[config.mk]
export PLATFORM = sky130hd
export DESIGN_NAME = vec_mem_unit
export DESIGN_NICKNAME = d
export VERILOG_FILES = /design/src/rtl/vec_mem_unit.sv
export SDC_FILE = /design/constraint.sdc
export NUM_CORES = 1
export LEC_CHECK = 0
export ABC_AREA = 1
export BUFFER_PORTS_ARGS = -buffer_cell sky130_fd_sc_hd__buf_2
export CELL_PAD_IN_SITES_DETAIL_PLACEMENT = 0
export CELL_PAD_IN_SITES_GLOBAL_PLACEMENT = 2
export CORE_MARGIN = 5
export CORE_UTILIZATION = 27
export CTS_BUF_LIST = sky130_fd_sc_hd__clkbuf_16
export DETAILED_ROUTE_END_ITERATION = 10
export PLACE_DENSITY_LB_ADDON = 0.05
export SLEW_MARGIN = 30
export SYNTH_ARGS = -nofsm -noshare
export SYNTH_HDL_FRONTEND = slang
export SYNTH_SLANG_ARGS = --single-unit
[constraint.sdc]
create_clock -name clk -period 5.9 [get_ports clk]
set_clock_uncertainty 0.15 [all_clocks]
set_input_delay 0.59 -clock clk [delete_from_list [all_inputs] [get_ports clk]]
set_output_delay 0.59 -clock clk [all_outputs]
set_load 0.1 [all_outputs]
[src/rtl/vec_mem_unit.sv]
// Vector memory-access stage: one scalar access or an N-element strided burst to a sync RAM.
// Element k issued T+1+k after start; read data returns RD_LAT later; no backpressure, start ignored while busy.
module vec_mem_unit #(
    parameter int DATA_W = 32,
    parameter int ADDR_W = 8,
    parameter int IMM_W  = 8,
    parameter int DEST_W = 3,
    parameter int LEN_W  = 8,
    parameter int RD_LAT = 1
) (
    input  logic              clk,
    input  logic              rst_n,
    input  logic              start,
    input  logic              vec_mode,
    input  logic              wr_req,
    input  logic              sel_data,
    input  logic [DATA_W-1:0] data1_in,
    input  logic [DATA_W-1:0] result_alu,
    input  logic [IMM_W-1:0]  inmediate_in,
    input  logic [DEST_W-1:0] dir_dest_in,
    input  logic [ADDR_W-1:0] base_addr,
    input  logic [ADDR_W-1:0] stride,
    input  logic [LEN_W-1:0]  vec_len,
    input  logic [DATA_W-1:0] mem_q,
    output logic [ADDR_W-1:0] mem_addr,
    output logic [DATA_W-1:0] mem_data,
    output logic              mem_wren,
    output logic              rd_valid,
    output logic [DATA_W-1:0] rd_data,
    output logic [LEN_W-1:0]  rd_index,
    output logic [DEST_W-1:0] dir_dest_out,
    output logic [IMM_W-1:0]  inmediate_out,
    output logic              busy,
    output logic              done
);

    typedef enum logic [1:0] {S_IDLE, S_ISSUE, S_DRAIN, S_DONE} state_t;

    state_t            state, state_nxt;
    logic              vec_r, wr_r;
    logic [ADDR_W-1:0] stride_r;
    logic [LEN_W-1:0]  n_r, k_r;
    logic              pipe_vld [RD_LAT];
    logic [LEN_W-1:0]  pipe_idx [RD_LAT];

    logic [LEN_W-1:0]  n_in;
    logic [ADDR_W-1:0] addr0;
    logic [DATA_W-1:0] wdata;
    logic              accept, advance, rd_issue, last_elem, last_rd;

    assign n_in      = vec_mode ? vec_len : LEN_W'(1);
    assign addr0     = vec_mode ? base_addr : ADDR_W'(inmediate_in);
    assign wdata     = sel_data ? result_alu : data1_in;
    assign last_elem = (k_r == n_r - LEN_W'(1));
    assign last_rd   = pipe_vld[RD_LAT-1] && (pipe_idx[RD_LAT-1] == n_r - LEN_W'(1));
    assign rd_issue  = (state == S_ISSUE) && !wr_r;

    always_comb begin
        state_nxt = state;
        accept    = 1'b0;
        advance   = 1'b0;
        case (state)
            S_IDLE: begin
                if (start) begin
                    accept    = 1'b1;
                    state_nxt = (n_in == '0) ? S_DONE : S_ISSUE;
                end
            end
            S_ISSUE: begin
                if (last_elem) state_nxt = wr_r ? S_DONE : S_DRAIN;
                else           advance   = 1'b1;
            end
            S_DRAIN: begin
                if (last_rd) state_nxt = S_DONE;
            end
            default: state_nxt = S_IDLE;
        endcase
    end

    always_ff @(posedge clk or negedge rst_n) begin
        if (!rst_n) begin
            state         <= S_IDLE;
            vec_r         <= 1'b0;
            wr_r          <= 1'b0;
            stride_r      <= '0;
            n_r           <= '0;
            k_r           <= '0;
            mem_addr      <= '0;
            mem_data      <= '0;
            mem_wren      <= 1'b0;
            dir_dest_out  <= '0;
            inmediate_out <= '0;
            for (int i = 0; i < RD_LAT; i++) begin
                pipe_vld[i] <= 1'b0;
                pipe_idx[i] <= '0;
            end
        end else begin
            state <= state_nxt;
            if (accept) begin
                vec_r         <= vec_mode;
                wr_r          <= wr_req;
                stride_r      <= stride;
                n_r           <= n_in;
                k_r           <= '0;
                dir_dest_out  <= dir_dest_in;
                inmediate_out <= inmediate_in;
                if (n_in != '0) begin
                    mem_addr <= addr0;
                    mem_wren <= wr_req;
                    if (wr_req) mem_data <= wdata;
                end
            end
            // mem_addr doubles as the running address accumulator
            if (state == S_ISSUE) begin
                if (advance) begin
                    k_r <= k_r + LEN_W'(1);
                    if (vec_r) mem_addr <= mem_addr + stride_r;
                    if (wr_r)  mem_data <= wdata;
                end else begin
                    mem_wren <= 1'b0;
                end
            end
            pipe_vld[0] <= rd_issue;
            pipe_idx[0] <= rd_issue ? k_r : '0;
            for (int i = 1; i < RD_LAT; i++) begin
                pipe_vld[i] <= pipe_vld[i-1];
                pipe_idx[i] <= pipe_idx[i-1];
            end
        end
    end

    assign rd_valid = pipe_vld[RD_LAT-1];
    assign rd_index = pipe_idx[RD_LAT-1];
    assign rd_data  = rd_valid ? mem_q : '0;
    assign busy     = (state != S_IDLE);
    assign done     = (state == S_DONE);

endmodule

## Word-level counts from Yosys, hierarchy flattened

Cells that the tools add are included.

- Bits in registers: 89
- Output and inout bits: 95
- Word-level logic and storage cells: 65
- Input bits: 137

- Add/sub/neg operators: 3
- Reduce and logical (&&, ||, !) cells: 8
- Multiplexer cells: 33
- Equality and inequality tests: 8

Operators with widths:

| kind | count |
|---|---|
| 32-bit two-way mux | 8 |
| 8-bit two-way mux | 11 |
| 8-bit equality test | 2 |
| 1-bit two-way mux | 9 |
| 8-bit by 1-bit adder with 8-bit output (second input constant) | 1 |
| 8-bit adder | 1 |
| 8-bit logical NOT | 1 |
| 2-bit two-way mux | 4 |
| 8-bit nonzero test | 1 |
| 8-bit by 1-bit subtractor with 8-bit output (second input constant) | 1 |
| 2-bit != test (second input constant) | 3 |
| 2-bit case mux with 3 select lines | 1 |
| 2-bit equality test (second input constant) | 2 |
| 3-bit AND reduction | 1 |
| 2-bit by 1-bit equality test with 1-bit output (second input constant) | 1 |
| 1-bit logical AND | 2 |
| 2-bit logical NOT | 1 |
| 2-bit nonzero test | 1 |
| 1-bit logical NOT | 1 |

## Longest topological paths before layout

- Depth in word-level cells: 7
- Depth in mapped cells: 15
- Gate-level depth less buffers: 14

## Worst setup path before layout

No wires, ideal clock.

- Path kind: register to output
- Start: register pipe_vld, in the netlist rd_valid
- End: output port rd_data[10]
- Arrival: 2.091 ns
- Slack: 3.069 ns
- Path buffers: 2
- Required time: 5.160 ns
- Cell stages (with the launch flop): 5
- Path through: dfrtp_1 -> clkbuf_1 -> clkbuf_1 -> nand2_1 -> inv_1

- Word-level cells in the longest chain between the ends: 1

Ends and longest elaborated chain:

| what | line | RTL |
|---|---|---|
| from (decl) | 43 | `logic pipe_vld [RD_LAT];` |
| from (signal, indexed assignment) | 126 | `pipe_vld[i] <= pipe_vld[i-1];` |
| 32-bit two-way mux | 134 | `assign rd_data = rd_valid ? mem_q : '0;` |
| to (decl) | 29 | `output logic [DATA_W-1:0] rd_data,` |

Every way passes these cells.

## Worst setup path in the final report

- Start: register n_r[0]
- End: register state[1]

- Word-level cells in the longest chain between the ends: 5
- Elaborated cells on any way between the ends: 7
- Those cells by class: 1 x add/sub; 4 x eq/ne; 2 x reduce/logical

Ends and longest elaborated chain:

| what | line | RTL |
|---|---|---|
| from (decl) | 42 | `logic [LEN_W-1:0] n_r, k_r;` |
| from (signal assigned) | 103 | `n_r <= n_in;` |
| 8-bit by 1-bit subtractor with 8-bit output * | 54, 55 |  |
| 8-bit equality test | 55 | `assign last_rd = pipe_vld[RD_LAT-1] && (pipe_idx[RD_LAT-1] == n_r - LEN_W'(1));` |
| 1-bit logical AND | 55 |  |
| 2-bit != test (no source line) | n/a |  |
| 3-bit AND reduction (no source line) * | n/a |  |
| to (signal assigned) | 98 | `state <= state_nxt;` |
| to (decl) | 39 | `state_t state, state_nxt;` |

Every way passes the cells marked *; elsewhere a longest branch is shown, timed or not.
A chain may end at the register's enable or synchronous reset.

==> out/qor.csv <==
stage,metric,value,unit
clock_network,root_buffer,clkbuf_16,
floorplanning,initial_core_util,27.4,%
run,max_cap_viol_count,0,
synth,syn_nets,1249,
synth,syn_area,0.00664,mm^2
final_layout,layout_common_cells,"528 x nand2_1, 229 x buf_2, 117 x o21ai_0",
routing,wl_per_cell,14.3,um
clock_network,htreeDepth,3,
critical_path,crit_top_cell,nand2_1,
routing,wl,23200,um
clock_network,cts.path.max_buffers,2,
pwr,ir_drop,0.289,mV
grt,grt_pass1_vias,6827,
final_layout,antennaDiodeCount,0,
place,numPortBuffers,231,
outcome,status,"complete, no violations",
final_layout,nNetsFinal,1438,
final_layout,stdcell_area,0.00830,mm^2
critical_path,ff2ff_setup_slack,2.77,ns
synth,yosysWarnings,0,
synth,syn_avg_cell_area,6.05,um^2
critical_path,path_max_fanout,55,
routing,drtIter0Drc,310,
routing,antenna_left,0,
place,dpl_cell_area,0.00798,mm^2
routing,first_pass_iters,5,
critical_path,worstSetupEndpointType,flip-flop,
pwr,leakagePower,4.89,nW
critical_path,slowest_delay,0.56,ns
final_layout,syn_to_final_growth,24.9,%
sta,hold_violations,0,
place,dpl.hpwl,16000,um
place,gp_congestion,0.845,
sta,fin_ws,2.77,ns
sta,maxSlewViolCount,0,
clock_network,cts_tree,done,
routing,avgViaCountPerCell,4.37,
sta,setup_violations,0,
synth,yosysSeqAreaShare,33.5,%
floorplanning,ios,232,
grt,grt_pass1_wl,37300,um
final_layout,drive_above_1_share,20.8,%
place,place_ws,1.96,ns
final_layout,final_cells,1616,
synth,yosysTopAreaCellShare,33.5,%
critical_path,path_cells,inv_1 -> ha_1 -> inv_1 -> nand2_1 -> nand2_1 -> xor2_1 -> nor3_1 -> nand3_1 -> nand2_2 -> buf_4 -> nand3_1 -> nand2_1 -> nand2_1,
sta,tightest_slew,0.864,ns
sta,period_share,53.0,%
final_layout,final_common_cell,nand2_1,
clock_network,clk_latency,0.36,ns
grt,track_usage,16.5,%
clock_network,cts-buffers-inserted,9,
sta,rsz0062_at_grt,false,
place,dp_cells,1599,
clock_network,cts-resized-gates,0,
synth,synth_top_cell_by_area,dfrtp_1,
sta,final.setup.tns,0,ns
critical_path,critical_path_class,flip-flop to flip-flop,
synth,syn_inst,1098,
clock_network,ctsHoldBuffers,0,
critical_path,crit_slowest_cell,buf_4,
synth,synth_area_leaders,"dfrtp_1 34%, nand2_1 30%, o21ai_0 8.8%, inv_1 6.3%, nand3_1 5.6%",
critical_path,cp.arrival,3.22,ns
sta,finalCriticalPeriod,3.13,ns
clock_network,cts_setup_buffers,0,
grt,antenna_found_initial,0,
floorplanning,die-area,0.0278,mm^2
floorplanning,row_count,57,
grt,grt_max_degree,78,
synth,ys_types,31,
synth,ys_ff_latch,89,
min_path,hold_class,primary input to async pin,
pwr,power_density,655,mW/mm^2
critical_path,rr_worst_depth,13,
grt,gr-total-overflow,0,
sta,timing.fmax,320,MHz
floorplanning,die_w,167,um
critical_path,r2r_start,n_r[0],
critical_path,regToRegEndpoint,state[1],
routing,num_vias,7055,
clock_network,clk_pin_slew,0.08,ns
routing,drc,0,
critical_path,cp_data_required_time,5.99,ns
sta,slew_headroom,42.4,%
floorplanning,core_area,0.0242,mm^2
clock_network,numClockSinks,89,
critical_path,cp-start-kind,flip-flop,
floorplanning,die_h,167,um
## power breakdown
| group | internal (mW) | leakage, nW | switching [mW] |
|---|---|---|---|
| clock network | 0.296 | 0.142 | 0.290 |
| registers | 0.867 | 1.14 | 0.273 |
| logic | 0.772 | 3.61 | 2.94 |
## sequential cells by signal, indices dropped and copies added, names as in the netlist
register and flops:
dir_dest_out 3, inmediate_out 8, k_r 8, mem_addr 8, mem_data 32, mem_wren 1, n_r 8, rd_index 8
rd_valid 1, state 2, stride_r 8, vec_r 1, wr_r 1
## worst max path at each step
stage             start          end  slack [ns]  depth (start not counted)
2_1_floorplan  rd_valid  rd_data[10]        3.07                          4
3_3_place_gp   vec_mode  mem_addr[6]        2.05                         11
3_5_place_dp   vec_mode  mem_addr[6]        1.96                         12
4_1_cts        vec_mode  mem_addr[6]        2.30                         12
5_1_grt          n_r[0]     state[1]        2.39                         13
6_report         n_r[0]     state[1]        2.77                         13
## worst max-delay path, delay by kind of cell, from the launching register on
kind | cells | cell delay [ns]
xor gates and xnor gates | 1 | 0.15
DFF | 1 | 0.46
buffers and inverters | 3 | 0.89
adders and majority gates | 1 | 0.30
and+or+nand+nor | 8 | 1.07
## per-layer routing
layer	track usage (%)	vias up	share of wire (%)
met5	0	-	0
met4	4.66	0	1.5
met3	3.58	18	5.9
met2	27.1	182	45
met1	21.9	3071	48
li1	-	3784	-
## cell usage after synthesis
| cell type | number |
|---|---|
| nor3_1 | 1 |
| mux2i_1 | 1 |
| nand4_1 | 7 |
| dfrtp_1 | 89 |
| buf_4 | 3 |
| xor2_1 | 9 |
| a21oi_1 | 7 |
| o211ai_1 | 2 |
| o22ai_1 | 2 |
| or2_2 | 2 |
| nand3_1 | 74 |
| inv_1 | 112 |
| clkbuf_1 | 30 |
| nand2_1 | 529 |
| clkinv_1 | 1 |
| nor2_4 | 1 |
| xnor2_1 | 5 |
| nand3b_1 | 2 |
| a21boi_0 | 1 |
| nor2_2 | 2 |
| buf_1 | 8 |
| nand2_2 | 3 |
| o21ai_0 | 117 |
| o21ai_1 | 28 |
| buf_2 | 15 |
| nor4_4 | 1 |
| inv_2 | 4 |
| ha_1 | 13 |
| nor2_1 | 25 |
| fa_1 | 1 |
| buf_6 | 3 |
## logic make-up (layout without fill, tap and decap cells)
| logic type | count (synthesis) | count (layout) | share of synthesized area (%) |
|---|---|---|---|
| buffers and inverters | 176 | 370 | 10.7 |
| AND/OR/NAND/NOR | 647 | 647 | 39.0 |
| flip-flops | 89 | 89 | 33.5 |
| XOR/XNOR | 14 | 14 | 1.85 |
| multiplexers | 1 | 1 | 0.151 |
| adder cells (fa/ha/maj) | 14 | 14 | 2.75 |
| AO/OA/AOI/OAI | 157 | 157 | 12.0 |
## per-stage QoR
stage	power, mW	hold WS [ns]	util [%]
after floorplan	4.16	0.144	-
after global placement	4.91	0.313	32.9
after global routing	5.88	0.0904	34.2
after detailed placement	4.90	0.314	32.9
final	5.44	0.0547	34.2
after CTS	5.51	0.0713	34.1
## final cells by class
cell class | instances | area, um^2
Clock buffer | 9 | 225
Sequential cell | 89 | 2230
Timing Repair Buffer | 237 | 1230
Clock inverter | 7 | 60.1
Fill cell | 2687 | 16000
Inverter | 117 | 443
Multi-Input combinational cell | 833 | 3710
Tap cell | 324 | 405
Power figures use the tool's default switching activity.
